## src/rtl/hazard_ctrl_pkg.sv

```systemverilog
// Shared encodings for the hazard controller and the datapath muxes it steers.
// The memtoReg and forward-select codes must match what the datapath decodes,
// so both sides import them from here rather than redefining them.
package hazard_ctrl_pkg;

    // memtoReg field carried down the pipe with each instruction
    localparam logic [1:0] MEMTOREG_ALU = 2'b00;
    localparam logic [1:0] MEMTOREG_MEM = 2'b01;
    localparam logic [1:0] MEMTOREG_PC4 = 2'b10;

    // EX operand source select
    localparam logic [1:0] FWD_RF      = 2'b00;
    localparam logic [1:0] FWD_WB      = 2'b01;
    localparam logic [1:0] FWD_MEM_ALU = 2'b10;
    localparam logic [1:0] FWD_MEM_PC4 = 2'b11;

    typedef enum logic [1:0] {
        HZ_RUN        = 2'b00,
        HZ_LOAD_STALL = 2'b01,
        HZ_MEM_WAIT   = 2'b10
    } hz_state_e;

endpackage

```

## src/rtl/hazard_ctrl_fwd_select.sv

```systemverilog
// Forward-source selector for one EX ALU operand (combinational).
// Ports:
//   i_read_addr       register index read by the EX operand
//   i_mem_write_addr  rd held in EX/MEM
//   i_mem_reg_write   regWrite held in EX/MEM
//   i_mem_memto_reg   memtoReg held in EX/MEM
//   i_wb_write_addr   rd held in MEM/WB
//   i_wb_reg_write    regWrite held in MEM/WB
//   o_forward         operand source code (FWD_*)
import hazard_ctrl_pkg::*;

module fwd_select #(
    parameter int REG_IDX_WIDTH = 5
) (
    input  logic [REG_IDX_WIDTH-1:0] i_read_addr,
    input  logic [REG_IDX_WIDTH-1:0] i_mem_write_addr,
    input  logic                     i_mem_reg_write,
    input  logic [1:0]               i_mem_memto_reg,
    input  logic [REG_IDX_WIDTH-1:0] i_wb_write_addr,
    input  logic                     i_wb_reg_write,
    output logic [1:0]               o_forward
);

    logic w_mem_hit;
    logic w_wb_hit;

    // x0 is hardwired zero, so a write to it is never a forwarding source
    assign w_mem_hit = i_mem_reg_write && (i_mem_write_addr != '0) &&
                       (i_mem_write_addr == i_read_addr);
    assign w_wb_hit  = i_wb_reg_write && (i_wb_write_addr != '0) &&
                       (i_wb_write_addr == i_read_addr);

    always_comb begin
        o_forward = FWD_RF;
        if (w_mem_hit) begin
            // a jump-and-link in MEM carries PC+4, not the ALU result
            o_forward = (i_mem_memto_reg == MEMTOREG_PC4) ? FWD_MEM_PC4 : FWD_MEM_ALU;
        end else if (w_wb_hit) begin
            o_forward = FWD_WB;
        end
    end

endmodule

```

## src/rtl/hazard_ctrl.sv

```systemverilog
// Pipeline hazard controller: drives stall/flush/freeze of PC, IF/ID and ID/EX,
// selects EX operand forwarding and counts load-use stalls and branch flushes.
// Ports:
//   clk, reset                    clock, synchronous active-high reset
//   IDreadAddr1/2, IDuses1/2      source regs of the instruction in IF/ID
//   EXreadAddr1/2, EXwriteAddr    rs1/rs2/rd held in ID/EX
//   EXmemtoReg, EXbranchTaken     ID/EX load marker, EX redirect
//   MEMwriteAddr/regWrite/memtoReg, WBwriteAddr/regWrite   later-stage writers
//   memBusy                       data memory still busy with MEM access
//   PCStall, IFIDStall, IFIDFlush, IDEXFlush, freeze       pipe register control
//   forwardA/B                    EX operand source codes
//   stallCount, flushCount        wrapping event counters
//
// state         | meaning
// HZ_RUN        | normal issue, load-use detection active
// HZ_LOAD_STALL | one bubble just inserted; load-use detection masked
// HZ_MEM_WAIT   | data memory held the pipe last cycle
import hazard_ctrl_pkg::*;

module hazard_ctrl #(
    parameter int REG_IDX_WIDTH = 5,
    parameter int CNT_WIDTH     = 32
) (
    input  logic                     clk,
    input  logic                     reset,
    input  logic [REG_IDX_WIDTH-1:0] IDreadAddr1,
    input  logic [REG_IDX_WIDTH-1:0] IDreadAddr2,
    input  logic                     IDuses1,
    input  logic                     IDuses2,
    input  logic [REG_IDX_WIDTH-1:0] EXreadAddr1,
    input  logic [REG_IDX_WIDTH-1:0] EXreadAddr2,
    input  logic [REG_IDX_WIDTH-1:0] EXwriteAddr,
    input  logic [1:0]               EXmemtoReg,
    input  logic                     EXbranchTaken,
    input  logic [REG_IDX_WIDTH-1:0] MEMwriteAddr,
    input  logic                     MEMregWrite,
    input  logic [1:0]               MEMmemtoReg,
    input  logic [REG_IDX_WIDTH-1:0] WBwriteAddr,
    input  logic                     WBregWrite,
    input  logic                     memBusy,
    output logic                     PCStall,
    output logic                     IFIDStall,
    output logic                     IFIDFlush,
    output logic                     IDEXFlush,
    output logic                     freeze,
    output logic [1:0]               forwardA,
    output logic [1:0]               forwardB,
    output logic [CNT_WIDTH-1:0]     stallCount,
    output logic [CNT_WIDTH-1:0]     flushCount
);

    hz_state_e            r_state;
    hz_state_e            w_next_state;
    logic [CNT_WIDTH-1:0] r_stall_count;
    logic [CNT_WIDTH-1:0] r_flush_count;
    logic                 w_load_use;
    logic                 w_stall_inc;
    logic                 w_flush_inc;
    logic [1:0]           w_fwd_a;
    logic [1:0]           w_fwd_b;

    assign w_load_use = (EXmemtoReg == MEMTOREG_MEM) && (EXwriteAddr != '0) &&
                        ((IDuses1 && (IDreadAddr1 == EXwriteAddr)) ||
                         (IDuses2 && (IDreadAddr2 == EXwriteAddr)));

    always_ff @(posedge clk) begin
        if (reset) begin
            r_state <= HZ_RUN;
        end else begin
            r_state <= w_next_state;
        end
    end

    // Priority: memBusy > branch redirect > load-use. A branch squashes the
    // ID instruction, so a load-use hazard seen alongside it is irrelevant.
    always_comb begin
        w_next_state = HZ_RUN;
        PCStall      = 1'b0;
        IFIDStall    = 1'b0;
        IFIDFlush    = 1'b0;
        IDEXFlush    = 1'b0;
        freeze       = 1'b0;
        w_stall_inc  = 1'b0;
        w_flush_inc  = 1'b0;
        if (reset) begin
            w_next_state = HZ_RUN;
        end else if (memBusy) begin
            freeze       = 1'b1;
            w_next_state = HZ_MEM_WAIT;
        end else if (EXbranchTaken) begin
            IFIDFlush   = 1'b1;
            IDEXFlush   = 1'b1;
            w_flush_inc = 1'b1;
        end else if (w_load_use && (r_state != HZ_LOAD_STALL)) begin
            PCStall      = 1'b1;
            IFIDStall    = 1'b1;
            IDEXFlush    = 1'b1;
            w_stall_inc  = 1'b1;
            w_next_state = HZ_LOAD_STALL;
        end
    end

    always_ff @(posedge clk) begin
        if (reset) begin
            r_stall_count <= '0;
            r_flush_count <= '0;
        end else begin
            if (w_stall_inc) r_stall_count <= r_stall_count + CNT_WIDTH'(1);
            if (w_flush_inc) r_flush_count <= r_flush_count + CNT_WIDTH'(1);
        end
    end

    fwd_select #(.REG_IDX_WIDTH(REG_IDX_WIDTH)) u_fwd_a (
        .i_read_addr      (EXreadAddr1),
        .i_mem_write_addr (MEMwriteAddr),
        .i_mem_reg_write  (MEMregWrite),
        .i_mem_memto_reg  (MEMmemtoReg),
        .i_wb_write_addr  (WBwriteAddr),
        .i_wb_reg_write   (WBregWrite),
        .o_forward        (w_fwd_a)
    );

    fwd_select #(.REG_IDX_WIDTH(REG_IDX_WIDTH)) u_fwd_b (
        .i_read_addr      (EXreadAddr2),
        .i_mem_write_addr (MEMwriteAddr),
        .i_mem_reg_write  (MEMregWrite),
        .i_mem_memto_reg  (MEMmemtoReg),
        .i_wb_write_addr  (WBwriteAddr),
        .i_wb_reg_write   (WBregWrite),
        .o_forward        (w_fwd_b)
    );

    assign forwardA   = reset ? FWD_RF : w_fwd_a;
    assign forwardB   = reset ? FWD_RF : w_fwd_b;
    assign stallCount = r_stall_count;
    assign flushCount = r_flush_count;

endmodule

```

## config.mk

```make
export PLATFORM = sky130hd
export DESIGN_NAME = hazard_ctrl
export DESIGN_NICKNAME = d
export VERILOG_FILES = /design/src/rtl/hazard_ctrl_pkg.sv /design/src/rtl/hazard_ctrl_fwd_select.sv /design/src/rtl/hazard_ctrl.sv
export SDC_FILE = /design/constraint.sdc
export NUM_CORES = 1
export LEC_CHECK = 0
export BUFFER_PORTS_ARGS = -buffer_cell sky130_fd_sc_hd__buf_4
export CORE_MARGIN = 10
export CORE_UTILIZATION = 33
export CTS_CLUSTER_DIAMETER = 30
export DETAILED_ROUTE_END_ITERATION = 10
export PLACE_DENSITY_LB_ADDON = 0.25
export SYNTH_ARGS = -nofsm -noshare
export SYNTH_HDL_FRONTEND = slang
export SYNTH_SLANG_ARGS = --single-unit
export TNS_END_PERCENT = 50
```

## constraint.sdc

```tcl
create_clock -name clk -period 5.5 [get_ports clk]
set_input_delay 1.65 -clock clk [delete_from_list [all_inputs] [get_ports clk]]
set_output_delay 1.65 -clock clk [all_outputs]
set_load 0.02 [all_outputs]
```

Word level (Yosys, flattened, before mapping). Cells that the tools add are included.

Bits of input ports: 47. Flip-flop bits (word level): 66.

$add $sub $neg: 2. Equality and inequality tests: 9. Muxes and demuxes: 22. Reductions and logical operators: 16.

Operators by type and width (number): 32-bit by 1-bit adder with 32-bit output, second input constant (2); 5-bit == test (6); 1-bit 2-to-1 mux (17); 5-bit nonzero test (3); 1-bit logical AND (11); 2-bit 2-to-1 mux (5); 3-bit OR reduction (1); 2-bit by 1-bit == test with 1-bit output, second input constant (1); 2-bit == test, second input constant (1); 2-bit by 1-bit != test with 1-bit output, second input constant (1); 1-bit logical OR (1).

Depth between registers and ports, before layout. Gate-level depths: netlist (run 1).

Word-level depth: 9. Gate-level depth with buffers: 8. Gate-level depth less buffers: 6.

By module. A second synthesis (run 1) with hierarchy kept.

Cells, all modules: 440. Area total of the unflattened synthesis: 3708.6 µm².

Modules (own cells, without submodules): hazard_ctrl (cells an instance 394, area an instance 3368.2 µm², instances 1); fwd_select (cells an instance 23, area an instance 170.2 µm², instances 2).

Least setup slack after synthesis (run 1). No wires, ideal clock.

Kind: in2out. Start: input EXwriteAddr[3]. End: output PCStall. Setup slack: 0.597 ns. Buffers on the path: 4. Required time: 3.850 ns. Cell stages on the path: 8. Arrival time: 3.253 ns. Cell sequence: xor2_1 > nor4_2 > a32oi_2 > buf_6 > buf_6 > buf_2 > nor2_1 > buf_4.

Cells in the longest elaborated chain, start to end: 9. Elaborated cells on any way between the ends: 13. Those cells by class: eq/ne: 2; mux: 4; reduce/logical: 7.

Ends and longest elaborated chain: start, declared (RTL line hazard_ctrl.sv:32) `input logic [REG_IDX_WIDTH-1:0] EXwriteAddr,`; 5-bit == test (on tied branches) (RTL line hazard_ctrl.sv:63, hazard_ctrl.sv:64); 1-bit logical AND (on tied branches) (RTL line hazard_ctrl.sv:63, hazard_ctrl.sv:64); 1-bit logical OR (RTL line hazard_ctrl.sv:63) `((IDuses1 && (IDreadAddr1 == EXwriteAddr)) ||`; 1-bit logical AND (*) (RTL line hazard_ctrl.sv:62) `assign w_load_use = (EXmemtoReg == MEMTOREG_MEM) && (EXwriteAddr != '0) &&`; 1-bit logical AND (*) (RTL line hazard_ctrl.sv:94) `end else if (w_load_use && (r_state != HZ_LOAD_STALL)) begin`; 1-bit 2-to-1 mux (*) (4 in a row); end, declared (RTL line hazard_ctrl.sv:41) `output logic PCStall,`.

Every way passes the cells marked *; elsewhere a longest branch is shown, timed or not.

Worst setup path after layout (run 1).
Start: input MEMwriteAddr[0]. End: output forwardB[0].

Cells in the longest elaborated chain, start to end: 5. Elaborated cells on any way between the ends: 6. Those cells by class: eq/ne: 1; mux: 2; reduce/logical: 3.

Ends and longest elaborated chain: start, declared (RTL line hazard_ctrl.sv:35) `input logic [REG_IDX_WIDTH-1:0] MEMwriteAddr,`; 5-bit nonzero test (RTL line hazard_ctrl_fwd_select.sv:28) `assign w_mem_hit = i_mem_reg_write && (i_mem_write_addr != '0) &&`; 1-bit logical AND (RTL line hazard_ctrl_fwd_select.sv:28); 1-bit logical AND (*) (RTL line hazard_ctrl_fwd_select.sv:28); 2-bit 2-to-1 mux (*) (RTL line hazard_ctrl_fwd_select.sv:35) `if (w_mem_hit) begin`; 2-bit 2-to-1 mux (*) (RTL line hazard_ctrl.sv:134) `assign forwardB = reset ? FWD_RF : w_fwd_b;`; end, declared (RTL line hazard_ctrl.sv:47) `output logic [1:0] forwardB,`.

Marked as above.

==> out/qor.yml, run 1 <==
placed_design:
  gp_congestion: 0.858
  dpl.hpwl_mm: 8.67
  port_buffers: 119
  place_area_sq_mm: 0.00477
worst_setup_path:
  critPathTopFamily: "simple AND/OR/NAND/NOR gates"
  crit_path_frequent_cell: "buf_4"
  worstPathRequired_ns: 3.85
  slowest_delay_ns: 0.53
  start_kind: "primary input"
  path_max_fanout: 4
  end_kind: "output port"
  critPathSlowestCell: "or4_1"
  cp.arrival_ns: 3.18
  worstSetupPathType: "primary input to output port"
  cp_num_buf_inv: 2
  worstPathCellList: "buf_4 -> or4_1 -> o21ai_0 -> nor3_1 -> mux2i_1 -> nor2_1 -> buf_4"
pwr:
  p_clk_share_pct: 47.7
  p_leak_nw: 1.85
  swShare_pct: 23.9
  p_per_area_mw_per_mm2: 219
  p_int_mw: 0.840
  combPwrFrac_pct: 8.7
  vdd_drop_max_uv: 151
  p_sw_mw: 0.264
  p_seq_share_pct: 43.6
final_layout:
  drive_gt1_share_pct: 28.1
  insertedDiodeCount: 0
  multi_input_area_sq_mm: 0.00232
  fillCellCount: 1154
  final_nets: 599
  syn_to_final_growth_pct: 32.7
  final_area_sq_mm: 0.00504
  ff_latch_area_sq_mm: 0.00132
sta:
  fin_skew_ns: 0.00669
  slew_viol_final: 0
  tightest_slew_ns: 0.789
  relSlewSlack_pct: 47.0
  hold_violations: 0
  tns_ns: 0
  fin_crit_sh_pct: 87.9
  rsz0062_at_grt: "false"
  finalSetupViolations: 0
  fin_crit_ns: 4.83
  max_freq_mhz: 207
clocking:
  ctsHoldBuffers: 0
  cts_setup_buffers: 0
  cts_resized: 0
  clock_latency_ns: 0.33
  tritoncts: "built"
  htreeDepth: 3
  cts_inserted_buffers: 9
  clk_pin_slew_ns: 0.06
  cts_buffer_depth: 2
  root_buffer: "clkbuf_16"
  cts.sinks: 66
floorplanning:
  rows: 39
  core_area_sq_mm: 0.0113
  initial_core_util_pct: 33.6
  die-area_sq_mm: 0.0162
  dieHeight_um: 127
  ios: 120
  dieWidth_um: 127
yosys:
  ys_seq_area_share_pct: 34.8
  synth_seq_cells: 66
  yosysWarnings: 0
  syn-mean-instance-area_sq_um: 8.63
  synthesis.nets: 489
  syn-instance-count: 440
  synth.cell_area_sq_mm: 0.00380
  ys_types: 39
routing:
  num_vias: 3783
  wl_mm: 11.8
  post_drt_wl_per_cell_um: 16.9
  drt-initial-drc-count: 254
  ant_nets: 0
  dr.pass1.iters: 4
  viasPerCell: 5.42
  drcViolationCount: 0
run_status:
  status: "completed"
grt:
  grt_usage_pct: 14.1
  grt-ovfl-total: 0
  antenna_found_initial: 0
  grt_pass1_wl_mm: 19.1
  grt_max_degree: 65
  grt_pass1_vias: 3837
run:
  maxCapViolations: 0
hold_path:
  hold_class: "flop to flop"
-- power by group through the flow --
stage	clock (mW)	combinational [mW]	sequential, mW
floorplan	0	0.0486	0.492
global placement	0	0.0946	0.491
detailed placement	0	0.0965	0.491
CTS	0.541	0.0967	0.481
global route	0.560	0.105	0.481
finish	0.527	0.0966	0.481
-- path summary, 6_finish.rpt --
kind / start / to / slack [ns] / depth (start not counted)
min: stallCount[9] / stallCount[9] / 0.50 / 2
max: MEMwriteAddr[0] / forwardB[0] / 0.67 / 7
min reg2reg: stallCount[9] / stallCount[9] / 0.50 / 2
max reg2reg: stallCount[2] / stallCount[27] / 3.13 / 5
-- layout by cell type, fill, tap and decap left out, types with 2 or more instances in the layout --
cell	n
nand2_2	3
clkinvlp_4	2
and2_1	4
clkbuf_16	9
clkinv_2	3
nand4b_1	4
nor3_1	8
nor4_4	3
o31ai_1	28
xnor2_1	28
nor4_2	3
a21oi_1	34
nor3_2	2
nor2_1	40
nand4_1	25
ha_1	2
mux2i_1	3
or3_1	6
nand2_1	18
nor4_1	8
and4_1	7
nor2b_1	8
inv_1	5
buf_4	123
and3_1	6
dfxtp_1	66
nand3_1	27
o21ai_0	8
or4_1	30
or2_2	2
xor2_1	30
-- layer usage --
layer	vias to the layer above	wire [um]	track usage [%]
met2	113	5810	23.7
met5	-	0	0
met3	16	783	4.84
met1	1788	5020	16.4
met4	0	155	4.49
li1	1866	-	-
-- cell type report --
cell class | count | share of cell area [%]
Tap cell | 143 | 3.55
Timing Repair Buffer | 123 | 18.3
Inverter | 5 | 0.372
Clock inverter | 5 | 0.596
Clock buffer | 11 | 4.82
Multi-Input combinational cell | 345 | 46.1
Sequential cell | 66 | 26.2
-- flip-flops by register name, summed over array words and instances, names as in the netlist --
| register | count |
|---|---|
| stallCount | 32 |
| flushCount | 32 |
| r_state | 2 |
-- cells by family (layout without fill, tap and decap cells) --
logic type	Yosys count	in the layout	share of synthesized area [%]
compound gates	73	73	12.2
xor+xnor	58	58	13.4
fa+ha+maj	2	2	0.659
buf+inv	29	144	4.31
flops	66	66	34.8
mux	4	4	1.09
simple gates	208	208	33.6
-- cells in the mapped netlist --
cell type  instances  area share (%)
nand3_1           27             3.6
nand2_1           18             1.8
buf_6              6             1.8
or4_1             30             5.9
and2_1             4            0.66
buf_2              5            0.66
nand4_2            1            0.33
xnor2_1           28             6.5
dfxtp_1           66              35
or2_2              2            0.33
nor4_4             3             1.7
and4_1             7             1.6
xor2_1            30             6.9
ha_1               2            0.66
or4_4              1            0.30
nor3_1             8             1.1
nand2_2            3            0.49
or3_1              6            0.99
nand4b_1           4            0.92
o31ai_1           28             5.5
nand4_1           25             4.1
inv_1              5            0.49
mux2_1             1            0.30
nor2b_1            8             1.3
nand4_4            1            0.56
o21ai_0            8             1.1
nor4_2             3            0.99
mux2i_1            3            0.79
o21a_1             1            0.20
nor2_1            40             4.0
buf_4              1            0.20
nand2b_1           1            0.16
a211oi_4           1            0.53
and3_1             6            0.99
clkbuf_1          12             1.2
a32oi_2            1            0.43
a21oi_1           34             4.5
nor4_1             8             1.3
nor3_2             2            0.53
-- through the flow --
step	util, %	setup WS, ns	instances	power (mW)	hold WS, ns
global route	44.5	0.583	698	1.15	0.525
detailed placement	42.1	0.665	682	0.588	0.487
global placement	42.1	0.730	682	0.586	0.476
finish	44.5	0.667	698	1.10	0.499
floorplan	-	0.597	440	0.541	0.551
CTS	44.5	0.672	698	1.12	0.497
-- worst register-to-register path: stages (launching register included) --
cell and delay (ns):
dfxtp_1 0.50, nand4_4 0.18, nor4_4 0.76, nand3_1 0.24
nor3_1 0.25, mux2_1 0.33
Power figures use the tool's default switching activity.
==> run 2, diff against run 1 <==
CORE_MARGIN = 1   (was 10)
==> out/qor.yml, run 2 (synthesized netlist as in run 1, its figures left out) <==
floorplanning:
  core_area_sq_mm: 0.0110
  rows: 38
  die-area_sq_mm: 0.0119
  dieWidth_um: 109
  ios: 120
  initial_core_util_pct: 34.4
  dieHeight_um: 109
grt:
  grt_pass1_vias: 3458
  grt-ovfl-total: 0
  grt_usage_pct: 17.4
  antenna_found_initial: 0
  grt_pass1_wl_mm: 16.3
  grt_max_degree: 65
sta:
  relSlewSlack_pct: 48.0
  fin_crit_ns: 4.81
  tightest_slew_ns: 0.773
  worst_slack_ns: 0.687
  slew_viol_final: 0
  max_freq_mhz: 208
  fin_skew_ns: 0.00653
  fin_crit_sh_pct: 87.5
  rsz0062_at_grt: "false"
  tns_ns: 0
  finalSetupViolations: 0
  hold_violations: 0
clocking:
  root_buffer: "clkbuf_16"
  htreeDepth: 3
  tritoncts: "built"
  cts_setup_buffers: 0
  cts.sinks: 66
  ctsHoldBuffers: 0
  cts_inserted_buffers: 9
  clock_latency_ns: 0.34
  cts_buffer_depth: 2
  cts_resized: 0
  clk_pin_slew_ns: 0.06
final_layout:
  insertedDiodeCount: 0
  final_common_cell: "buf_4"
  layout_common_cells: "122 x buf_4, 66 x dfxtp_1, 40 x nor2_1"
  final_util_pct: 45.8
  drive_gt1_share_pct: 28.0
  final_nets: 598
  final_area_sq_mm: 0.00505
  syn_to_final_growth_pct: 32.9
pwr:
  vdd_drop_max_uv: 313
  power.total_mw: 1.15
  p_per_area_mw_per_mm2: 227
  p_leak_nw: 1.86
worst_setup_path:
  path_max_fanout: 4
  cp.arrival_ns: 3.16
  startpoint: "MEMwriteAddr[0]"
  setup.worst_path.end: "forwardB[0]"
  ff2ff_setup_slack_ns: 3.24
  worstSetupPathType: "primary input to output port"
  rr_worst_depth: 5
  worstPathRequired_ns: 3.85
  r2r-start: "stallCount[2]"
  end_kind: "output port"
  start_kind: "primary input"
  regToRegEndpoint: "stallCount[27]"
placed_design:
  place_area_sq_mm: 0.00476
  post-place-ws_ns: 0.671
  dpl.hpwl_mm: 7.22
  gp_congestion: 0.765
  port_buffers: 119
hold_path:
  min_path_cells: 2
  hold_class: "flop to flop"
run_status:
  status: "completed"
routing:
  post_drt_wl_per_cell_um: 14.7
  wl_mm: 10.2
  ant_nets: 0
  drcViolationCount: 0
  viasPerCell: 5.43
  dr.pass1.iters: 4
  num_vias: 3760
  drt-initial-drc-count: 194
run:
  maxCapViolations: 0
==> run 2: cell types whose count changed in the layout (fill, tap and decap cells not counted), sizes merged <==
cell | previous run | this run
buf | 123 | 122
bufinv | 0 | 1
clkbuf | 11 | 10
clkinv | 3 | 2
==> run 2: worst min-delay path by stage <==
stage / startpoint / end / slack [ns]
2_1_floorplan: stallCount[31] / stallCount[31] / 0.55
3_3_place_gp: stallCount[31] / stallCount[31] / 0.46
3_5_place_dp: stallCount[31] / stallCount[31] / 0.48
4_1_cts: stallCount[31] / stallCount[31] / 0.49
5_1_grt: stallCount[16] / stallCount[16] / 0.51
6_report: stallCount[31] / stallCount[31] / 0.48
==> run 2: power by group <==
part | leakage (nW) | total [mW] | switching [mW] | internal (mW)
Combinational | 1.19 | 0.0952 | 0.0500 | 0.0452
Sequential | 0.532 | 0.481 | 0.00130 | 0.480
Clock | 0.140 | 0.570 | 0.211 | 0.358
==> run 2: cell type report <==
cell class                      count  area, sq um
Tap cell                          140          175
Clock buffer                       10          239
Inverter                            5         18.8
Sequential cell                    66         1320
Timing Repair Buffer              122          916
Fill cell                        1081         5980
Multi-Input combinational cell    345         2320
Clock inverter                      5         55.1
==> run 2: through the flow <==
| stage | hold slack [ns] | instances |
|---|---|---|
| after global placement | 0.463 | 678 |
| after floorplan | 0.551 | 440 |
| final | 0.484 | 693 |
| after global routing | 0.513 | 693 |
| after CTS | 0.488 | 693 |
| after detailed placement | 0.483 | 678 |
==> run 2: worst max-delay path, stage by stage <==
cell	delay [ns]
buf_4	0.12
or4_1	0.50
o21ai_0	0.36
nor3_1	0.14
mux2i_1	0.16
nor2_1	0.05
buf_4	0.18
==> run 2: per-layer routing <==
layer / wire, um / vias to the layer above / share of wire, % / GRT usage [%]
met5: 0 / - / 0 / 0
met4: 164 / 0 / 1.6 / 6.67
met3: 774 / 13 / 7.6 / 6.40
met2: 4860 / 111 / 48 / 28.4
met1: 4400 / 1781 / 43 / 20.8
li1: - / 1855 / - / -
==> run 3, diff against run 2 <==
BUFFER_PORTS_ARGS = not set   (was -buffer_cell sky130_fd_sc_hd__buf_4)
CORE_UTILIZATION = 40   (was 33)
DONT_BUFFER_PORTS = 1   (was not set)
REMOVE_ABC_BUFFERS = 1   (was not set)
==> out/qor.yml, run 3 (synthesized netlist as in run 1, its figures left out) <==
worst_setup_path:
  ff2ff_setup_slack_ns: 2.96
  cp_num_buf_inv: 0
  cp.arrival_ns: 3.08
  r2r-start: "stallCount[6]"
  rr_worst_depth: 5
  path_max_fanout: 4
  start_kind: "primary input"
  worstPathCellList: "or4_1 -> o21ai_0 -> nor3_1 -> mux2i_1 -> nor2_1"
  critPathTopFamily: "simple AND/OR/NAND/NOR gates"
  end_kind: "output port"
  worstPathRequired_ns: 3.85
  regToRegEndpoint: "stallCount[27]"
  cp.depth: 5
  critPathSlowestCell: "or4_1"
  slowest_delay_ns: 0.50
  worstSetupPathType: "primary input to output port"
final_layout:
  drive_gt1_share_pct: 8.28
  final_common_cell: "dfxtp_1"
  ff_latch_area_sq_mm: 0.00132
  fillCellCount: 926
  final_util_pct: 44.0
  stdcell_count: 564
  insertedDiodeCount: 0
  syn_to_final_growth_pct: 7.08
  final_nets: 479
  layout_common_cells: "66 x dfxtp_1, 40 x nor2_1, 34 x a21oi_1"
  final_area_sq_mm: 0.00407
  multi_input_area_sq_mm: 0.00232
placed_design:
  dp.cells: 548
  port_buffers: 0
  gp_congestion: 0.814
  place_area_sq_mm: 0.00385
  dpl.hpwl_mm: 6.28
  post-place-ws_ns: 0.755
grt:
  antenna_found_initial: 0
  grt_pass1_wl_mm: 14.9
  grt_usage_pct: 18.8
  grt_pass1_vias: 3198
  grt-ovfl-total: 0
  grt_max_degree: 79
sta:
  fin_crit_ns: 4.73
  hold_violations: 0
  tns_ns: 0
  worst_slack_ns: 0.767
  fin_skew_ns: 0.0123
  max_freq_mhz: 211
  rsz0062_at_grt: "false"
  tightest_slew_ns: 0.922
  slew_viol_final: 0
  finalSetupViolations: 0
  fin_crit_sh_pct: 86.1
  relSlewSlack_pct: 38.0
clocking:
  root_buffer: "clkbuf_8"
  tritoncts: "built"
  htreeDepth: 3
  cts_setup_buffers: 0
  ctsHoldBuffers: 0
  cts_buffer_depth: 2
  cts_inserted_buffers: 9
  clk_pin_slew_ns: 0.07
  cts_resized: 0
  cts.sinks: 66
  clock_latency_ns: 0.34
hold_path:
  min_path_cells: 2
  hold_class: "flop to flop"
  hold_end: "stallCount[28]"
  hold_start: "stallCount[28]"
floorplanning:
  ios: 120
  dieHeight_um: 99.5
  dieWidth_um: 99.5
  core_area_sq_mm: 0.00924
  die-area_sq_mm: 0.00989
  rows: 35
  initial_core_util_pct: 41.1
run_status:
  status: "completed"
pwr:
  p_sw_mw: 0.217
  p_per_area_mw_per_mm2: 242
  vdd_drop_max_uv: 131
  p_int_mw: 0.767
  p_clk_share_pct: 46.3
  p_seq_share_pct: 48.9
  swShare_pct: 22.1
  combPwrFrac_pct: 4.7
  p_leak_nw: 1.21
routing:
  drt-initial-drc-count: 112
  post_drt_wl_per_cell_um: 16.1
  ant_nets: 0
  wl_mm: 9.09
  drcViolationCount: 0
  dr.pass1.iters: 4
  num_vias: 3322
  viasPerCell: 5.89
run:
  maxCapViolations: 0
-- run 3: changes by cell type in the layout (fill, tap and decap cells not counted), sizes merged --
cell	before	now
buf	122	3
bufinv	1	2
clkbuf	10	11
clkinvlp	2	1
-- run 3: worst max-delay path by stage --
stage | startpoint | end | slack [ns]
after floorplan | EXwriteAddr[2] | IFIDStall | 0.12
after global placement | MEMwriteAddr[0] | forwardB[0] | 0.79
after detailed placement | EXwriteAddr[3] | PCStall | 0.75
after CTS | EXwriteAddr[3] | PCStall | 0.75
after global routing | MEMwriteAddr[0] | forwardA[0] | 0.69
final | MEMwriteAddr[0] | forwardB[0] | 0.77
-- run 3: layer usage --
metal / vias to the layer above / track usage, % / part of all wire, % / wire length (um)
met5: - / 0 / 0 / 0
met4: 0 / 7.81 / 1.3 / 116
met3: 11 / 5.55 / 6.2 / 560
met2: 116 / 31.2 / 49 / 4420
met1: 1575 / 22.7 / 44 / 4000
li1: 1620 / - / - / -
-- run 3: power groups by stage --
stage	registers, mW	clock network (mW)	logic, mW
final	0.482	0.456	0.0467
after global placement	0.493	0	0.0457
after detailed placement	0.493	0	0.0467
after CTS	0.482	0.472	0.0471
after global routing	0.482	0.494	0.0517
after floorplan	0.492	0	0.0378
-- run 3: layout make-up --
class / count / share of cell area (%)
Inverter: 5 / 0.461
Multi-Input combinational cell: 345 / 57.2
Clock inverter: 5 / 1.91
Sequential cell: 66 / 32.5
Tap cell: 129 / 3.97
Clock buffer: 11 / 3.48
Timing Repair Buffer: 3 / 0.554
-- run 3: metrics by stage --
step	total power, mW	hold WS [ns]
after floorplan	0.530	0.545
after global placement	0.538	0.561
after detailed placement	0.540	0.583
after CTS	1.00	0.594
after global routing	1.03	0.627
final	0.984	0.596
-- run 3: worst min-delay path: cells and delay by family (launching register included) --
kind            cells  cell delay (ns)
compound gates      2             0.16
flops               1             0.39
